$ cat src/rtl/instr_mem_sync_pkg.sv
// instr_mem_sync_pkg: shared state encoding and fault-fill instruction word
package instr_mem_sync_pkg;
  typedef enum logic {ST_LOAD, ST_RUN} state_t;
  localparam logic [31:0] NOP_WORD = 32'h00000013;
endpackage

$ cat src/rtl/imem_ram.sv
// imem_ram: single write port, registered read port with read enable (block-RAM friendly)
module imem_ram #(
  parameter int DATA_W = 32,
  parameter int DEPTH  = 64,
  parameter int AW     = $clog2(DEPTH)
) (
  input  logic              clk,
  input  logic              we,
  input  logic [AW-1:0]     waddr,
  input  logic [DATA_W-1:0] wdata,
  input  logic              re,
  input  logic [AW-1:0]     raddr,
  output logic [DATA_W-1:0] rdata
);
  logic [DATA_W-1:0] mem [DEPTH];
  always_ff @(posedge clk) begin
    if (we) mem[waddr] <= wdata;
    if (re) rdata <= mem[raddr];
  end
endmodule

$ cat src/rtl/instr_mem_sync.sv
// instr_mem_sync: loadable instruction RAM with LOAD/RUN phases and 1-cycle registered fetch
module instr_mem_sync
  import instr_mem_sync_pkg::*;
#(
  parameter int                DATA_W = 32,
  parameter int                DEPTH  = 64,
  parameter int                ADDR_W = 8,
  parameter logic [DATA_W-1:0] NOP    = DATA_W'(NOP_WORD)
) (
  input  logic                       clk,
  input  logic                       reset,
  input  logic                       ld_valid,
  input  logic [DATA_W-1:0]          ld_data,
  input  logic                       ld_done,
  output logic [$clog2(DEPTH+1)-1:0] ld_count,
  output logic                       running,
  input  logic                       req,
  input  logic [ADDR_W-1:0]          addr,
  input  logic                       hold,
  output logic                       rvalid,
  output logic [DATA_W-1:0]          instruction,
  output logic                       fault
);
  localparam int AW = $clog2(DEPTH);
  localparam int CW = $clog2(DEPTH+1);
  localparam int IW = ADDR_W - 2;
  localparam logic [AW-1:0] LAST    = AW'(DEPTH - 1);
  localparam logic [CW-1:0] CNT_MAX = CW'(DEPTH);
  localparam logic [IW:0]   DEPTH_X = (IW+1)'(DEPTH);
  state_t            state;
  logic [AW-1:0]     ld_ptr;
  logic [IW-1:0]     idx;
  logic              acc, ok, use_ram;
  logic [DATA_W-1:0] ram_q;
  assign idx     = addr[ADDR_W-1:2];
  assign acc     = (state == ST_RUN) && req && !hold;
  assign ok      = (addr[1:0] == 2'b00) && ({1'b0, idx} < DEPTH_X);
  assign running = (state == ST_RUN);
  // RAM read register only advances on a valid accepted fetch, so it doubles as the held output
  assign instruction = use_ram ? ram_q : NOP;
  imem_ram #(.DATA_W(DATA_W), .DEPTH(DEPTH), .AW(AW)) u_ram (
    .clk   (clk),
    .we    ((state == ST_LOAD) && ld_valid),
    .waddr (ld_ptr),
    .wdata (ld_data),
    .re    (acc && ok),
    .raddr (idx[AW-1:0]),
    .rdata (ram_q)
  );
  always_ff @(posedge clk) begin
    if (reset) begin
      state    <= ST_LOAD;
      ld_ptr   <= '0;
      ld_count <= '0;
      rvalid   <= 1'b0;
      fault    <= 1'b0;
      use_ram  <= 1'b0;
    end else begin
      if (state == ST_LOAD) begin
        if (ld_valid) begin
          ld_ptr <= ld_ptr + 1'b1;
          if (ld_count != CNT_MAX) ld_count <= ld_count + 1'b1;
        end
        if (ld_done || (ld_valid && ld_ptr == LAST)) state <= ST_RUN;
      end
      if (!hold) begin
        rvalid <= acc;
        if (acc) begin
          fault   <= !ok;
          use_ram <= ok;
        end
      end
    end
  end
endmodule

$ cat config.mk
export PLATFORM = sky130hd
export DESIGN_NAME = instr_mem_sync
export DESIGN_NICKNAME = d
export VERILOG_FILES = /design/src/rtl/instr_mem_sync_pkg.sv /design/src/rtl/imem_ram.sv /design/src/rtl/instr_mem_sync.sv
export SDC_FILE = /design/constraint.sdc
export NUM_CORES = 2
export LEC_CHECK = 0
export CAP_MARGIN = 30
export CORE_MARGIN = 2
export CORE_UTILIZATION = 51
export CTS_CLUSTER_DIAMETER = 150
export DETAILED_ROUTE_END_ITERATION = 7
export PLACE_DENSITY = 0.67
export SLEW_MARGIN = 20
export SYNTH_ARGS = -nofsm -noshare
export SYNTH_HDL_FRONTEND = slang
export SYNTH_SLANG_ARGS = --single-unit
$ cat constraint.sdc
create_clock -name clk -period 4.6 [get_ports clk]
set_clock_uncertainty 0.1 [all_clocks]
set_input_delay 0.69 -clock clk [delete_from_list [all_inputs] [get_ports clk]]
set_output_delay 0.69 -clock clk [all_outputs]
set_load 0.1 [all_outputs]
# Word-level counts from Yosys, hierarchy flattened
# Memory sizes are Yosys's and may differ from the RTL's. A register that Yosys moved wholly into a read port is not among the register bits.
# Cells that the tools add are included.
[word_totals]
input_bits = 46
ramBits = 2048
mem_count = 1
ff_bits = 17
word_cells = 30
[mem_list]
columns = ["name", "words", "word_bits", "read_ports", "rd_clocked_by_memory_dff", "write_ports", "line_no", "source"]
rows = [
  ["u_ram.mem", 64, 32, 1, 1, 1, "imem_ram.sv:15", "logic [DATA_W-1:0] mem [DEPTH];"],
]
[classes]
n_addsub = 2
reduce_logical = 12
muxes = 5
n_eq_ne = 2
bitwise_logic = 2
[ops]
columns = ["cell", "n"]
rows = [
  ["$mux 32", 1],
  ["$add 7x1->7 const B", 1],
  ["$ne 7x7->1 const B", 1],
  ["$add 6x1->6 const B", 1],
  ["$eq 6x6->1 const B", 1],
  ["$logic_and 1x1->1", 5],
  ["$mux 1", 4],
  ["$reduce_and 2->1", 2],
  ["$reduce_and 3->1", 1],
  ["$logic_not 1->1", 2],
  ["$logic_not 2->1", 1],
  ["$not 1->1", 2],
  ["$logic_or 1x1->1", 1],
]

# Longest topological paths before layout
[depth]
word_depth = 5
ltp_mapped = 11

# Modules after synthesis
# From an unflattened synthesis, not the netlist that was laid out.
[hier_totals]
hier_cells = 3454
area_unflattened_um2 = 79905.4
[modules_own_cells]
columns = ["mod", "area_each_um2", "seq_area_each_um2", "cells_each", "instances"]
rows = [
  ["imem_ram", 78835.6, 62459.9, 3324, 1],
  ["instr_mem_sync", 1069.8, 340.3, 130, 1],
]

# Least setup slack after synthesis
# No wires, ideal clock.
[synth_timing]
kind = "flip-flop to flip-flop"
from = "reg state (netlist: running)"
to = "reg u_ram.rdata[0] (read register of u_ram.mem), enable pin"
stages_incl_launch_ff = 3
period_less_slack_ps = 4155
t_arrival_ps = 3589
n_path_buf = 0
setup_ps = 466
t_required_ps = 4034
slack_ps = 445
cell_sequence = "dfxtp_1 > nand3b_1 > nor3_1"
[synth_via]
elab_chain_len = 3
[synth_lines]
columns = ["item", "line_no", "source"]
rows = [
  ["start, declared", "instr_mem_sync.sv:30", "state_t state;"],
  ["start signal, assigned", "instr_mem_sync.sv:52", "state <= ST_LOAD;"],
  ["start signal, assigned", "instr_mem_sync.sv:64", "if (ld_done || (ld_valid && ld_ptr == LAST)) state <= ST_RUN;"],
  ["$logic_and 1x1->1 (2 in a row)", "instr_mem_sync.sv:36", "assign acc = (state == ST_RUN) && req && !hold;"],
  ["$logic_and 1x1->1", "instr_mem_sync.sv:46", ".re (acc && ok),"],
  ["net u_ram.re", "imem_ram.sv:11", "input logic re,"],
  ["end, declared", "imem_ram.sv:13", "output logic [DATA_W-1:0] rdata"],
]
# The timed path passes the listed nets, and every way through them passes these cells.
# A chain may end at the register's enable or synchronous reset.

# Worst setup path in the final report
[layout_timing]
from = "reg use_ram"
to = "out instruction[0]"
[layout_via]
elab_chain_len = 1
[layout_lines]
columns = ["item", "line_no", "source"]
rows = [
  ["start, declared", "instr_mem_sync.sv:33", "logic acc, ok, use_ram;"],
  ["start signal, assigned", "instr_mem_sync.sv:70", "use_ram <= ok;"],
  ["$mux 32", "instr_mem_sync.sv:40", "assign instruction = use_ram ? ram_q : NOP;"],
  ["end, declared", "instr_mem_sync.sv:21", "output logic [DATA_W-1:0] instruction,"],
]
# Every way passes these cells.

==> metrics.txt <==
run status complete, no violations; Hold Path End u_ram.mem[1][17]; post-synthesis cell area between 70,000 and 80,000 um^2; WP data arrival around 3200 ps; number of nets in the finished design around 3,900; Slew Limit Fails 0; detail-routed via count per cell 6.40; Max H-tree Level 4; CTS buffer count between 200 and 250; count of clock tree sinks 2,097; Clock Pin Slew Worst Setup and Hold Paths about 60 ps; number of maximum-capacitance violations 0; CTS tree built; minimum period implied by the final worst setup slack between 4000 and 5000 ps; kind of start point of the critical path flip-flop; Worst Reg-to-Reg Cells 6; sequential fraction of the synthesis area around four fifths; slew at the pin closest to its max-slew limit approximately 1100 ps; required time of the critical path roughly 3800 ps; placeable core region 156,000 um^2; Cells after Synth 3,507; class of the tightest hold or removal check in2reg; area added between synthesis and finish 14.2%; worst-case register-to-register setup slack roughly 1500 ps; setup_tns 0 ps; worst slew margin relative to its limit between 20 and 30%; horizontal extent of the die roughly 400 um; synthesized netlist net count between 3,000 and 4,000; count of port buffers added during placement 87; synth warn 0; Skew-Pair Late Insertion Delay roughly 810 ps; FFs w/ async S/R, synth 0%; final worst path period share between 80% and 90%; unrepaired setup endpoints after global routing false; startpoint of the worst register-to-register path running; GPL Wtd Cong between 0.8 and 0.9; largest net degree at the start of global routing 65; worst supply voltage drop on vdd ~0.34 mV; critical path type reg2out; total grt overflow 0; worst hold path depth 1; number of flip-flops and latches in the synthesized netlist between 2,000 and 2,500; endpoint of the most critical register-to-register path u_ram.mem[26][24]; highest-count cells in the layout ignoring fill and taps sky130_fd_sc_hd__edfxtp_1, sky130_fd_sc_hd__mux4_2, sky130_fd_sc_hd__clkbuf_16; proportion of netlist area held by the largest area contributor 78.1%; global router's overall resource usage a little over a quarter; number of hold-slack violations in the final timing report 0; first-pass GRT wire length 291,000 um; f_max 249 MHz; Critical Path Fanout Max 33; Via Count about 39,000; standard-cell rows ~150; total iterations of the first detailed-routing run 5; maximum number of buffers from clock root to sink 3; setup violation total in the final timing report 0; ratio of cells with drive above 1 in the final layout between 20% and 30%; Pwr per Cell Area between 400 and 500 nW/um^2; Netlist cell types 50; synthesized area per cell ~23 um^2; Post-synth EDFFs 2,080; cell leakage power ~29 nW; first-iteration detailed-routing DRC count roughly 4,800; most common cell after layout, fill and taps aside sky130_fd_sc_hd__edfxtp_1; average detailed-routed wire length per instance ~34 um; commonest register cell after synthesis sky130_fd_sc_hd__edfxtp_1; DRC violations left 0; filler cell count between 10,000 and 15,000; antenna violations before repair 9; top cells by area in the synthesized netlist sky130_fd_sc_hd__edfxtp_1, sky130_fd_sc_hd__mux4_2, sky130_fd_sc_hd__mux2i_1; cells resized by post-CTS repair 0; starting density of the core between 50% and 60%; startpoint of the most critical hold path ld_data[17]; count of pins on the block boundary between 80 and 90; via count of the first global-routing pass slightly below 40,000; Die Outline Area about 160,000 um^2; total wire length ~210,000 um; number of buffers added to fix hold violations after cts 0; Clk Tree Root Cell sky130_fd_sc_hd__clkbuf_16; crit end category primary output; HPWL after detailed placement 125,000 um; Chip Height 400 um; number of nets with antenna violations after routing 0; fraction of the core area covered by cells at the end of the flow 58.5%; leading area contributor after synthesis sky130_fd_sc_hd__edfxtp_1; setup bufs post-CTS 0
[sequential cells by signal, indices dropped and copies added, names as in the netlist]
signal	cells
running	1
u_ram.mem	2048
ld_count	7
u_ram.rdata	32
fault	1
rvalid	1
ld_ptr	6
use_ram	1
[worst max-delay path, cell delays in order, from the launching register on]
cell and delay [ps]:
sky130_fd_sc_hd__dfxtp_2 920, sky130_fd_sc_hd__nand2b_1 390, sky130_fd_sc_hd__clkdlybuf4s50_1 1070
[power by group]
group / total (mW) / switching [mW] / internal, mW / leakage (nW)
combinational: 1.99 / 1.29 / 0.700 / 6.66
sequential: 21.1 / 0.0219 / 21.1 / 18.8
clock: 15.9 / 6.89 / 9.02 / 3.08
[per-stage QoR]
stage	cells	setup WS, ps	area, um^2	total power, mW	hold WS (ps)
6_report	6065	590	91300	39.0	246
5_1_grt	6062	478	91300	40.0	239
4_1_cts	6057	489	91300	39.2	210
3_5_place_dp	5688	566	84900	23.5	363
3_3_place_gp	5684	368	84900	23.4	356
2_1_floorplan	3507	445	80000	22.5	399
[per-layer routing]
metal | GRT usage (%) | part of all wire (%) | vias up
met2 | 42.3 | 49 | 1953
met4 | 7.60 | 2.9 | 6
met3 | 5.84 | 9.3 | 298
met5 | 0 | 0.020 | -
met1 | 36.2 | 38 | 20900
li1 | - | - | 15600
[layout make-up]
type / count / area, um^2 / area share [%]
clock buffers: 268 / 5530 / 6.06
inverters: 5 / 18.8 / 0.0206
clock inverters: 101 / 776 / 0.850
flip-flops and latches: 2097 / 62800 / 68.8
repair buffers: 324 / 2980 / 3.27
well taps: 2058 / 2570 / 2.82
diodes: 4 / 10.0 / 0.0110
multi-input cells: 1208 / 16600 / 18.2
[cells by family after synthesis]
| logic type | synth area share, % |
|---|---|
| muxes | 15.7 |
| buffers and inverters | 1.32 |
| AOI/OAI and AO/OA | 2.69 |
| xor gates and xnor gates | 0.0986 |
| and+or+nand+nor | 1.60 |
| adders and majority gates | 0.0469 |
| DFF | 78.5 |
[Yosys cell counts, types with 4 or more instances]
| master | n |
|---|---|
| sky130_fd_sc_hd__buf_2 | 51 |
| sky130_fd_sc_hd__a221oi_1 | 44 |
| sky130_fd_sc_hd__o21ai_0 | 87 |
| sky130_fd_sc_hd__a21oi_1 | 23 |
| sky130_fd_sc_hd__nand2_1 | 60 |
| sky130_fd_sc_hd__and3_1 | 10 |
| sky130_fd_sc_hd__buf_1 | 14 |
| sky130_fd_sc_hd__edfxtp_1 | 2080 |
| sky130_fd_sc_hd__o221a_2 | 5 |
| sky130_fd_sc_hd__a22o_1 | 28 |
| sky130_fd_sc_hd__o22ai_1 | 15 |
| sky130_fd_sc_hd__mux2_2 | 15 |
| sky130_fd_sc_hd__a311oi_1 | 6 |
| sky130_fd_sc_hd__nor3_1 | 5 |
| sky130_fd_sc_hd__dfxtp_1 | 17 |
| sky130_fd_sc_hd__and2_1 | 36 |
| sky130_fd_sc_hd__mux4_2 | 505 |
| sky130_fd_sc_hd__clkbuf_1 | 86 |
| sky130_fd_sc_hd__buf_6 | 14 |
| sky130_fd_sc_hd__o211a_1 | 7 |
| sky130_fd_sc_hd__mux2i_1 | 101 |
| sky130_fd_sc_hd__a22oi_1 | 40 |
| sky130_fd_sc_hd__a211oi_1 | 16 |
| sky130_fd_sc_hd__a31oi_1 | 12 |
| sky130_fd_sc_hd__a311o_1 | 5 |
| sky130_fd_sc_hd__o221ai_1 | 5 |
| sky130_fd_sc_hd__inv_1 | 5 |
| sky130_fd_sc_hd__xor2_1 | 7 |
| sky130_fd_sc_hd__nand3b_1 | 4 |
| sky130_fd_sc_hd__buf_4 | 31 |
| sky130_fd_sc_hd__nor2b_1 | 21 |
| sky130_fd_sc_hd__nor2_1 | 100 |
| sky130_fd_sc_hd__nand2b_1 | 11 |
| sky130_fd_sc_hd__nand3_1 | 11 |
[worst max-delay path by stage]
stage	endpoint	start	slack, ps
floorplan	u_ram.rdata[0]	running	440
global placement	u_ram.rdata[31]	addr[7]	370
detailed placement	u_ram.rdata[22]	addr[2]	570
CTS	instruction[0]	use_ram	490
global route	instruction[0]	use_ram	480
finish	instruction[0]	use_ram	590
(Power assumes the default switching activity.)
